$ cat src/rtl/occupancy_counter.sv
// rtl/occupancy_counter.sv - debounced saturating up/down occupancy counter
// Two identical sync/debounce/rising-edge channels feed a 0..MAX_COUNT counter.
module occupancy_counter #(
  parameter int MAX_COUNT       = 81,
  parameter int DEBOUNCE_CYCLES = 250000
) (
  input  logic       clk,
  input  logic       rst,
  input  logic       inc_raw,
  input  logic       dec_raw,
  input  logic       clr,
  output logic [7:0] count,
  output logic       full,
  output logic       empty,
  output logic       reject
);

  localparam logic [19:0] DB_LAST = 20'(DEBOUNCE_CYCLES - 1);
  localparam logic [7:0]  MAX_VAL = 8'(MAX_COUNT);

  logic [1:0] w_raw;
  logic [1:0] w_ev;
  logic [7:0] r_count;
  logic       r_reject;

  assign w_raw = {dec_raw, inc_raw};

  // Channel 0 is increment, channel 1 is decrement.
  for (genvar g = 0; g < 2; g++) begin : g_chan
    logic        r_s1;
    logic        r_s2;
    logic        r_acc;
    logic        r_acc_d;
    logic [19:0] r_db_cnt;

    always_ff @(posedge clk or posedge rst) begin
      if (rst) begin
        r_s1     <= 1'b0;
        r_s2     <= 1'b0;
        r_acc    <= 1'b0;
        r_acc_d  <= 1'b0;
        r_db_cnt <= '0;
      end else begin
        r_s1    <= w_raw[g];
        r_s2    <= r_s1;
        r_acc_d <= r_acc;
        if (r_s2 == r_acc) begin
          r_db_cnt <= '0;
        end else if (r_db_cnt == DB_LAST) begin
          r_acc    <= r_s2;
          r_db_cnt <= '0;
        end else begin
          r_db_cnt <= r_db_cnt + 20'd1;
        end
      end
    end

    assign w_ev[g] = r_acc & ~r_acc_d;
  end

  // Simultaneous inc/dec events cancel; clr discards both.
  always_ff @(posedge clk or posedge rst) begin
    if (rst) begin
      r_count  <= '0;
      r_reject <= 1'b0;
    end else begin
      r_reject <= 1'b0;
      if (clr) begin
        r_count <= '0;
      end else if (w_ev[0] && !w_ev[1]) begin
        if (r_count < MAX_VAL) r_count <= r_count + 8'd1;
        else                   r_reject <= 1'b1;
      end else if (w_ev[1] && !w_ev[0]) begin
        if (r_count > 8'd0) r_count <= r_count - 8'd1;
        else                r_reject <= 1'b1;
      end
    end
  end

  assign count  = r_count;
  assign reject = r_reject;
  assign full   = (r_count == MAX_VAL);
  assign empty  = (r_count == 8'd0);

endmodule

$ cat config.mk
export PLATFORM = sky130hd
export DESIGN_NAME = occupancy_counter
export DESIGN_NICKNAME = d
export VERILOG_FILES = /design/src/rtl/occupancy_counter.sv
export SDC_FILE = /design/constraint.sdc
export NUM_CORES = 1
export LEC_CHECK = 0
export ABC_AREA = 1
export CAP_MARGIN = 5
export CORE_MARGIN = 8
export CORE_UTILIZATION = 50
export DETAILED_ROUTE_END_ITERATION = 16
export PLACE_DENSITY = 0.74
export SLEW_MARGIN = 20
export SYNTH_ARGS = -nofsm -noshare
export SYNTH_HDL_FRONTEND = slang
export SYNTH_SLANG_ARGS = --single-unit
$ cat constraint.sdc
create_clock -name clk -period 2 [get_ports clk]
set_input_delay 0.4 -clock clk [delete_from_list [all_inputs] [get_ports clk]]
set_output_delay 0.4 -clock clk [all_outputs]
set_load 0.005 [all_outputs]
# Word level (Yosys, flattened, before mapping)
# Cells that the tools add are included.
# word_totals
reg_bits	57
output_inout_bits	11
wordCells	54
# classes
add_sub_neg	4
magnitude_cmp	2
eq_ne	6
muxes	14
n_bitwise	6
n_reduce_logical	10
# op_table
cell	count
20-bit 2-to-1 mux	4
20-bit by 1-bit adder with 20-bit output, second input constant	2
20-bit by 18-bit equality test with 1-bit output, second input constant	2
8-bit 2-to-1 mux	5
8-bit by 1-bit adder with 8-bit output, second input constant	1
8-bit by 7-bit equality test with 1-bit output, second input constant	1
8-bit by 1-bit > comparator with 1-bit output, second input constant	1
8-bit zero test	1
8-bit by 7-bit less-than comparator with 1-bit output, second input constant	1
8-bit by 1-bit subtractor with 8-bit output, second input constant	1
3-bit nonzero test	2
1-bit 2-to-1 mux	5
1-bit inverter	4
2-bit AND reduction	2
3-bit by 2-bit != test with 1-bit output, second input constant	1
3-bit AND reduction	1
1-bit bitwise AND	2
1-bit equality test	2
1-bit logical AND	2
1-bit zero test	2

# Depth between registers and ports, before layout
# Gate-level depths: netlist of run 1.
# depth
ltp_word	7
mapped_depth	14
depth_no_buf	14

# Worst setup path after synthesis of run 1
# OpenSTA, ideal clock, no wires.
# synth_timing
path_kind	reg-to-reg
from	register g_chan[0].r_acc
to	register r_count[7] (netlist: count[7])
setup_ns	0.117
arrival_time_ns	1.631
t_required_ns	1.883
path_slack_ns	0.252
path_stages_with_launch	11
path_buffers	0
cell_sequence	dfrtp_1 > inv_2 > nor2_8 > nand2_4 > ha_1 > a21oi_1 > o21bai_1 > a21oi_1 > nand3_1 > nand3_1 > nand2_1
# synth_between
elab_chain_len	5
elab_cells_between_ends	10
# synth_rtl
element	line_no	text
from (decl)	32	logic r_acc;
from (signal assigned)	50	r_acc <= r_s2;
1-bit bitwise AND (*)	58	assign w_ev[g] = r_acc & ~r_acc_d;
1-bit zero test	73	end else if (w_ev[1] && !w_ev[0]) begin
1-bit logical AND	73	
3-bit nonzero test (no line)	n/a	
3-bit AND reduction (no line)	n/a	
to (signal assigned)	71	if (r_count < MAX_VAL) r_count <= r_count + 8'd1;
to (signal assigned)	74	if (r_count > 8'd0) r_count <= r_count - 8'd1;
to (decl)	23	logic [7:0] r_count;
# Mark *: on every way between the ends. The rest lies on a longest branch, timed or not.
# A chain may end at the register's enable or synchronous reset.

# Worst setup path after layout of run 1
# layout_timing
from	register r_count[7] (netlist: count[7])
to	output empty
# layout_between
elab_chain_len	1
# layout_rtl
element	line_no	text
8-bit zero test	83	assign empty = (r_count == 8'd0);
to (decl)	14	output logic empty,
# Every way passes these cells.

==> results of run 1 <==
-- timing repair --
action,CTS,global route
hold buffers,0,0
pin swaps,1,0
setup endpoints to repair,2,4
resized for setup,6,8
buffers inserted,8,2
-- metal layers --
layer  up-vias  wire length [µm]  GRT usage (%)
met5         -                 0              0
met4         0               130           6.99
met3        13               260           3.34
met2        46              3510           26.0
met1      1355              3350           19.0
li1       1393                 -              -
-- synthesized netlist by cell type, drive strengths merged, types with 4 or more instances --
master,number
dfrtp,57
ha,8
nor3b,6
xnor2,9
nor3,20
xor2,14
nand3,25
a21oi,14
o21ai,10
nand2,90
inv,50
nor4,4
nand4,14
nor2,67
-- metrics by stage --
step | utilization, % | instances
CTS | 60.8 | 525
detailed placement | 56.1 | 501
finish | 61.7 | 527
global route | 61.7 | 527
global placement | 56.1 | 501
floorplan | - | 406
-- critical path, stage by stage, from the launching register on --
cell and delay [ps]:
dfrtp_2 410, buf_4 150, inv_1 80, nand3_1 130, nor2_1 120, dlygate4sd2_1 240
-- state kept, by name, indices dropped and copies added, names as in the netlist --
register         cells
g_chan.r_db_cnt     40
count                8
g_chan.r_acc         2
g_chan.r_acc_d       2
g_chan.r_s1          2
g_chan.r_s2          2
reject               1
-- worst max-delay path by stage --
| stage | startpoint | endpoint | slack, ps | cells after the start |
|---|---|---|---|---|
| 6_report | count[7]$_DFFE_PP0P_ | empty | 130 | 5 |
| 5_1_grt | g_chan[1].r_acc$_DFFE_PP0P_ | count[7]$_DFFE_PP0P_ | 10 | 11 |
| 4_1_cts | g_chan[0].r_acc$_DFFE_PP0P_ | count[6]$_DFFE_PP0P_ | 60 | 11 |
| 3_5_place_dp | g_chan[0].r_acc$_DFFE_PP0P_ | count[6]$_DFFE_PP0P_ | 60 | 11 |
| 3_3_place_gp | g_chan[0].r_acc$_DFFE_PP0P_ | count[7]$_DFFE_PP0P_ | 150 | 10 |
| 2_1_floorplan | rst | count[0]$_DFFE_PP0P_ | 200 | 1 |
-- cell type report --
class | count | area (µm²) | area share [%]
inverters | 52 | 195 | 4.96
well taps | 77 | 96.3 | 2.45
flip-flops and latches | 57 | 1430 | 36.2
clock inverters | 1 | 30.0 | 0.762
clock buffers | 15 | 196 | 4.99
repair buffers | 29 | 253 | 6.42
multi-input cells | 296 | 1740 | 44.2
-- logic make-up (layout without fill, tap and decap cells) --
kind of cell / count (synthesis) / in the layout / share of synthesized area [%]
and+or+nand+nor: 233 / 233 / 35.4
adders and majority gates: 8 / 8 / 3.02
AOI/OAI and AO/OA: 32 / 32 / 6.19
DFF: 57 / 57 / 43.0
xor gates and xnor gates: 23 / 23 / 6.30
buffers and inverters: 53 / 97 / 6.11
-- power groups by stage --
stage               combinational (mW)  sequential (mW)  clock, mW
finish                          0.0800             1.18       1.21
global route                    0.0920             1.18       1.27
CTS                             0.0831             1.18       1.23
detailed placement              0.0825             1.20          0
global placement                0.0809             1.20          0
floorplan                       0.0512             1.20          0
==> results.yml, run 1 <==
critical_path:
  cp_max_fo: 4
  cp_data_required_time_ps: 1600
  crit_path_start_kind: "flop"
  crit_type: "reg -> out"
  endpoint_kind: "output port"
  reg2reg_from: "g_chan[0].r_acc$_DFFE_PP0P_"
  r2r-end: "count[7]$_DFFE_PP0P_"
  ff2ff_path_depth: 10
  cp.arrival_ps: 1470
  rrSetupSlack_ps: 190
routing:
  vias: 2807
  drt-initial-drc-count: 141
  wl_um: 7240
  viasPerCell: 5.33
  drc: 0
  first_pass_iters: 4
  postRouteAntennaNets: 0
  avgRoutedWirePerCell_um: 13.7
placement:
  place.gp.congestion: 0.884
  place_ws_ps: 56.3
  post-dp-hpwl_um: 5180
  postPlaceCellArea_mm2: 0.00358
  portBuffers: 15
worst_hold_path:
  worstHoldStart: "g_chan[1].r_s1$_DFF_PP0_"
  hold_end: "g_chan[1].r_s2$_DFF_PP0_"
  min_path_type: "reg -> reg"
  holdPathStages: 0
clocking:
  clk_pin_slew_ps: 70
  clk_path_buf_depth: 2
  htreeDepth: 3
  insertion_delay_ps: 340
  cts_tree: "built"
  numCtsBuffers: 9
  clkSinkCount: 57
  cts-root-buf: "clkbuf_8"
layout:
  area_delta_synth_final_pct: 18.8
  fillers: 568
  drive_above_1_share_pct: 17.8
  fin_nets: 458
  layout_commonest_cell: "nand2_1"
  final_area_mm2: 0.00394
  final_cell_mix: "nand2_1 (82), nor2_1 (57), dfrtp_1 (56)"
  antennaDiodeCount: 0
global_route:
  antenna_found_initial: 0
  grt_pass1_wl_um: 12500
  grt_max_degree: 20
  grt_pass1_vias: 2807
  grtUsageTotal_pct: 15.7
  grt_overflow: 0
die:
  start_util_pct: 51.9
  fp.dieH_um: 97.4
  fp.dieW_um: 97.4
  core_area_mm2: 0.00639
  dieArea_mm2: 0.00949
  core.rowCount: 29
  io_pins: 16
timing:
  relSlewSlack_pct: 73.0
  setup-tns-final_ps: 0
  finalHoldViolations: 0
  min_period_ps: 1870
  tightest_slew_ps: 405
  worst_clock_skew_ps: 9.85
  rsz0062_at_grt: "false"
  setup_slack_ps: 131
  finalSetupViolations: 0
  period_share_pct: 93.4
  slew_viol_final: 0
  max_freq_mhz: 535
  holdWs_ps: 353
synth:
  synth_edf_count: 0
  avgSynthCellArea_um2: 8.17
  ys_seq_area_share_pct: 43.0
  ys.flop_type: "dfrtp_1"
  yosysTopAreaCell: "dfrtp_1"
  yosysTopAreaCellShare_pct: 43.0
  ys_types: 40
  synth_area_mm2: 0.00332
  synth_nets: 419
  ys_async_sr_fraction_pct: 100
  ys_seq_elements: 57
  synth_area_leaders: "dfrtp_1 (43%), nand2_1 (9.4%), nor2_1 (6.6%)"
  yosysWarnings: 0
  postSynthCellCount: 406
power_and_ir_drop:
  power_density_mw_per_mm2: 627
  p_switching_mw: 0.529
  power.share.sequential_pct: 47.7
  clkPwrFrac_pct: 49.1
  vdd_drop_max_v: 0.000462
  comb_power_share_pct: 3.2
  swShare_pct: 21.4
  power_mw: 2.47
  p_int_mw: 1.94
  p_leak_nw: 1.77
job:
  maxCapViolations: 0
run_status:
  status: "finished clean"
No activity file was read; power rests on OpenSTA's default activity.
==> inputs of run 2 (changes only) <==
Clock period 2 ns to 1.96 ns, I/O delays scaled along.
==> run 2 against run 1 <==
Effect of this change:
- cell count increased by 0.76%
- non-clock buffer count rose by 4
- clock skew shrank 2.6 ps
- hold slack worse by 4.7 ps
- clock power shrank 5%
- critical endpoint unchanged
- register-to-register slack lost 80 ps
- utilization increased by 0.35 points
- die area did not move
- sequential share of layout area decreased by 0.24 points
- power fell by 1.6%
- flip-flop and latch count did not move
==> results.yml, run 2 (same netlist as run 1, synthesis figures left out) <==
layout:
  area_delta_synth_final_pct: 19.5
  largest_reg_flops: 40
  drive_above_1_share_pct: 18.5
  antennaDiodeCount: 0
  fin_nets: 462
  final_cell_mix: "nand2_1 (82), dfrtp_1 (57), nor2_1 (56)"
  top_register: "g_chan.r_db_cnt"
  layout_commonest_cell: "nand2_1"
  final_area_mm2: 0.00396
timing:
  worst_clock_skew_ps: 7.26
  tightest_slew_ps: 378
  finalHoldViolations: 0
  finalSetupViolations: 0
  period_share_pct: 95.7
  relSlewSlack_pct: 74.7
  holdWs_ps: 348
  min_period_ps: 1870
  max_freq_mhz: 533
  setup-tns-final_ps: 0
  slew_viol_final: 0
  setup_slack_ps: 85.2
clocking:
  cts-root-buf: "clkbuf_8"
  insertion_delay_ps: 340
  cts_hold_buf: 0
  clk_path_buf_depth: 2
  htreeDepth: 3
  numCtsBuffers: 9
  cts_tree: "built"
  clkSinkCount: 57
  clk_pin_slew_ps: 70
routing:
  top_layer_used: "met4"
  dr_wl_met2_um: 3310
  viasPerCell: 5.16
  first_pass_iters: 4
  drt-initial-drc-count: 141
  dr_wl_met3_um: 292
  wl_um: 7030
  wl_met1_um: 3270
  avgRoutedWirePerCell_um: 13.2
  drc: 0
  postRouteAntennaNets: 0
  vias: 2741
placement:
  portBuffers: 15
  post-dp-hpwl_um: 4850
  place_ws_ps: 70.2
  postPlaceCellArea_mm2: 0.00363
  place.gp.congestion: 0.894
power_and_ir_drop:
  vdd_drop_max_v: 0.000830
  p_switching_mw: 0.520
  p_int_mw: 1.91
  power_mw: 2.43
  power_density_mw_per_mm2: 613
  comb_power_share_pct: 3.4
  clkPwrFrac_pct: 47.2
  swShare_pct: 21.4
  power.share.sequential_pct: 49.4
  p_leak_nw: 1.79
critical_path:
  r2r-end: "count[6]$_DFFE_PP0P_"
  endpoint_kind: "output port"
  cp.arrival_ps: 1480
  cp_max_fo: 3
  crit_path_start_kind: "flop"
  cp_data_required_time_ps: 1570
  ff2ff_path_depth: 8
  crit_path_start: "count[3]$_DFFE_PP0P_"
  reg2reg_from: "g_chan[0].r_acc_d$_DFF_PP0_"
  crit_type: "reg -> out"
  rrSetupSlack_ps: 110
worst_hold_path:
  min_path_type: "reg -> reg"
  hold_end: "g_chan[0].r_s2$_DFF_PP0_"
  worstHoldStart: "g_chan[0].r_s1$_DFF_PP0_"
  holdPathStages: 0
global_route:
  grt_overflow: 0
  grtUsageTotal_pct: 15.4
  grt_pass1_vias: 2742
  grt_pass1_wl_um: 12200
  antenna_found_initial: 0
  grt_max_degree: 58
die:
  core_area_mm2: 0.00639
  fp.dieW_um: 97.4
  fp.dieH_um: 97.4
  start_util_pct: 51.9
  io_pins: 16
  core.rowCount: 29
  dieArea_mm2: 0.00949
job:
  maxCapViolations: 0
run_status:
  status: "finished clean"
-- run 2: critical path: stages (launching register included) --
cell and delay, ps:
dfrtp_1 380, inv_1 80, nand2_1 60, nor2_2 110, buf_4 110, nand2_2 70
nor2_1 90, dlygate4sd2_1 250
-- run 2: how the worst max path moves through the flow --
stage	cells past startpoint	endpoint	slack [ps]
2_1_floorplan	1	count[0]$_DFFE_PP0P_	170
3_3_place_gp	9	count[7]$_DFFE_PP0P_	120
3_5_place_dp	9	count[7]$_DFFE_PP0P_	70
4_1_cts	9	count[7]$_DFFE_PP0P_	60
5_1_grt	7	empty	-20
6_report	7	empty	90
-- run 2: cell type report --
type / instances / area, µm²
fill: 574 / 2420
multi-input combinational: 296 / 1740
sequential: 57 / 1430
timing repair buffer: 33 / 295
inverter: 52 / 195
clock buffer: 14 / 173
tap: 77 / 96.3
clock inverter: 2 / 35.0
-- run 2: metrics by stage --
step	instances	utilization (%)
floorplan	406	-
global placement	505	56.8
detailed placement	505	56.8
CTS	529	61.1
global route	531	62.0
finish	531	62.0
-- run 2: what timing repair did --
| action | 4_1_cts | 5_1_grt |
|---|---|---|
| resized for setup | 5 | 9 |
| endpoints found under the setup margin | 2 | 4 |
| pin swaps | 1 | 2 |
| setup buffers | 8 | 2 |
-- run 2: power groups by stage --
stage               sequential [mW]  combinational (mW)  clock (mW)
global route                   1.20              0.0956        1.24
detailed placement             1.22              0.0849           0
floorplan                      1.22              0.0522           0
finish                         1.20              0.0816        1.15
CTS                            1.20              0.0852        1.18
global placement               1.22              0.0831           0
-- run 2: layer usage --
metal,vias to the layer above,global-route usage (%)
met5,-,0
met4,0,7.46
met3,16,4.27
met2,45,24.5
met1,1273,18.8
li1,1407,-
==> inputs of run 3 (changes only) <==
Settings changed: ABC_AREA 1 to unset.
==> run 3 against run 2 <==
Effect of this change:
- clock skew rose by 1.3 ps
- setup slack got worse by 210 ps
- critical path depth rose by 1
- highest routed layer unchanged
- die area fell by 6.7%
- combinational power rose by 1%
- global-route usage rose by 1.3 points
- the flow now finishes with violations (setup timing)
- cell count fell by 15%
- largest cell class unchanged
- power fell by 1.5%
- count of clock-buffer cells in the layout fell by 1
- hold slack improved by 4.3 ps
==> results.yml, run 3 <==
die:
  fp.dieW_um: 94.1
  core.rowCount: 28
  dieArea_mm2: 0.00886
  core_area_mm2: 0.00592
  io_pins: 16
  fp.dieH_um: 94.1
  start_util_pct: 51.5
synth:
  synth_area_mm2: 0.00305
  yosysWarnings: 0
  synth_edf_count: 0
  ys_seq_area_share_pct: 46.7
  ys.flop_type: "dfrtp_1"
  yosysTopAreaCell: "dfrtp_1"
  postSynthCellCount: 322
  yosysTopAreaCellShare_pct: 46.7
  synth.most_common_cell: "dfrtp_1"
  synth_area_leaders: "dfrtp_1 (47%), nor2_1 (6.9%), xnor2_1 (6.0%)"
  synth_nets: 335
  ys_async_sr_fraction_pct: 100
  ys_types: 48
  ys_seq_elements: 57
  avgSynthCellArea_um2: 9.48
  ys_top_cells_by_count: "dfrtp_1 (57), nor2_1 (56), nand3_1 (23)"
clocking:
  cts_hold_buf: 0
  clk_path_buf_depth: 2
  htreeDepth: 3
  insertion_delay_ps: 340
  numCtsBuffers: 9
  cts_tree: "built"
  cts-root-buf: "clkbuf_8"
  clkSinkCount: 57
  clk_pin_slew_ps: 70
layout:
  fin_nets: 386
  layout_commonest_cell: "dfrtp_1"
  area_delta_synth_final_pct: 27.3
  final_cell_mix: "dfrtp_1 (57), nor2_1 (56), buf_4 (33)"
  drive_above_1_share_pct: 22.3
  fin_cells: 452
  final_area_mm2: 0.00389
  top_register: "g_chan.r_db_cnt"
  largest_reg_flops: 40
  antennaDiodeCount: 0
critical_path:
  endpoint_kind: "flop"
  cp.arrival_ps: 2320
  critical_path.top_delay_family: "simple AND/OR/NAND/NOR gates"
  reg2reg_from: "g_chan[0].r_acc_d$_DFF_PP0_"
  crit_path_start_kind: "flop"
  crit_type: "reg -> reg"
  cp_max_fo: 6
  cp_data_required_time_ps: 2200
  cp.buffers_inverters: 0
  ff2ff_path_depth: 8
  crit_chain: "nor2b_4 > nand2_4 > ha_4 > a21o_1 > a21o_1 > or4_4 > nand3_2 > a21oi_2"
  rrSetupSlack_ps: -120
  cpMaxStageDelayCell: "or4_4"
  cpMostUsedCell: "a21o_1"
  r2r-end: "count[5]$_DFFE_PP0P_"
  slowest_delay_ps: 520
global_route:
  grt_overflow: 0
  grt_pass1_wl_um: 11500
  grt_pass1_vias: 2522
  grtUsageTotal_pct: 16.7
  antenna_found_initial: 0
  grt_max_degree: 58
timing:
  setup-tns-final_ps: -351
  period_share_pct: 106
  slew_viol_final: 0
  min_period_ps: 2080
  finalHoldViolations: 0
  worst_clock_skew_ps: 8.53
  relSlewSlack_pct: 72.7
  tightest_slew_ps: 407
  max_freq_mhz: 481
  rsz0062_at_grt: "true"
  finalSetupViolations: 6
  setup_slack_ps: -121
power_and_ir_drop:
  p_int_mw: 1.87
  comb_power_share_pct: 3.4
  power.share.sequential_pct: 50.3
  vdd_drop_max_v: 0.000487
  clkPwrFrac_pct: 46.3
  swShare_pct: 21.7
  p_leak_nw: 1.63
  power_density_mw_per_mm2: 616
  p_switching_mw: 0.520
worst_hold_path:
  holdPathStages: 0
  min_path_type: "reg -> reg"
  worstHoldStart: "g_chan[0].r_s1$_DFF_PP0_"
  hold_end: "g_chan[0].r_s2$_DFF_PP0_"
job:
  maxCapViolations: 0
routing:
  viasPerCell: 5.53
  first_pass_iters: 5
  drc: 0
  drt-initial-drc-count: 80
  wl_um: 7060
  postRouteAntennaNets: 0
  avgRoutedWirePerCell_um: 15.6
  vias: 2501
placement:
  post-dp-hpwl_um: 4570
  portBuffers: 15
  postPlaceCellArea_mm2: 0.00353
  placed_cells: 431
  place.gp.congestion: 0.816
run_status:
  status: "finished, violations left"
  violations: "setup timing"
==> run 3: per-stage QoR <==
| step | setup WS, ps | power (mW) | hold slack [ps] | utilization, % |
|---|---|---|---|---|
| after floorplan | -132 | 1.27 | 331 | - |
| after global placement | -93.1 | 1.31 | 336 | 59.6 |
| after detailed placement | -134 | 1.31 | 341 | 59.6 |
| after CTS | -173 | 2.41 | 355 | 64.8 |
| after global routing | -205 | 2.47 | 374 | 65.6 |
| final | -121 | 2.39 | 353 | 65.6 |
==> run 3: cell type report <==
cell class | instances | area, µm²
inverter | 9 | 33.8
clock inverter | 2 | 37.5
clock buffer | 13 | 159
multi-input combinational | 244 | 1680
timing repair buffer | 52 | 459
tap | 75 | 93.8
fill | 467 | 2030
sequential | 57 | 1430
==> run 3: power groups by stage <==
stage / sequential [mW] / combinational, mW / clock (mW)
after CTS: 1.20 / 0.0856 / 1.12
after detailed placement: 1.22 / 0.0846 / 0
final: 1.20 / 0.0825 / 1.11
after global routing: 1.20 / 0.0963 / 1.17
after global placement: 1.22 / 0.0827 / 0
after floorplan: 1.22 / 0.0492 / 0
==> run 3: worst reg2reg max path, delay by kind of cell (launching register included) <==
family | cells | cell delay [ps]
flip-flops | 1 | 410
adder cells (fa/ha/maj) | 1 | 230
AO/OA/AOI/OAI | 3 | 470
AND/OR/NAND/NOR | 4 | 860
==> run 3: worst max-delay path by stage <==
stage,from,end,depth (start not counted)
floorplan,g_chan[0].r_acc$_DFFE_PP0P_,count[5]$_DFFE_PP0P_,9
global placement,g_chan[0].r_acc_d$_DFF_PP0_,count[5]$_DFFE_PP0P_,8
detailed placement,g_chan[0].r_acc_d$_DFF_PP0_,count[5]$_DFFE_PP0P_,8
CTS,count[1]$_DFFE_PP0P_,empty,3
global route,g_chan[0].r_acc_d$_DFF_PP0_,count[5]$_DFFE_PP0P_,9
finish,g_chan[0].r_acc_d$_DFF_PP0_,count[5]$_DFFE_PP0P_,8
==> run 3: repair_timing <==
action                                  CTS  global route
setup buffers                             4             3
pin swaps                                 6            14
gates resized for setup                  21             9
hold endpoints to repair                  0             0
endpoints found under the setup margin    7            30
==> run 3: logic make-up (layout without fill, tap and decap cells) <==
group	Yosys count	count (layout)	share of synthesized area (%)
mux	4	4	1.39
flops	57	57	46.7
simple gates	161	161	27.1
buf+inv	21	76	3.08
compound gates	32	32	7.22
xor+xnor	39	39	11.2
fa+ha+maj	8	8	3.28
==> run 3: metal layers <==
metal,part of all wire [%],vias up,GRT usage (%)
met4,2.9,0,9.51
met1,44,1209,19.4
met3,4.4,17,4.56
met5,0,-,0
li1,-,1226,-
met2,49,49,27.3
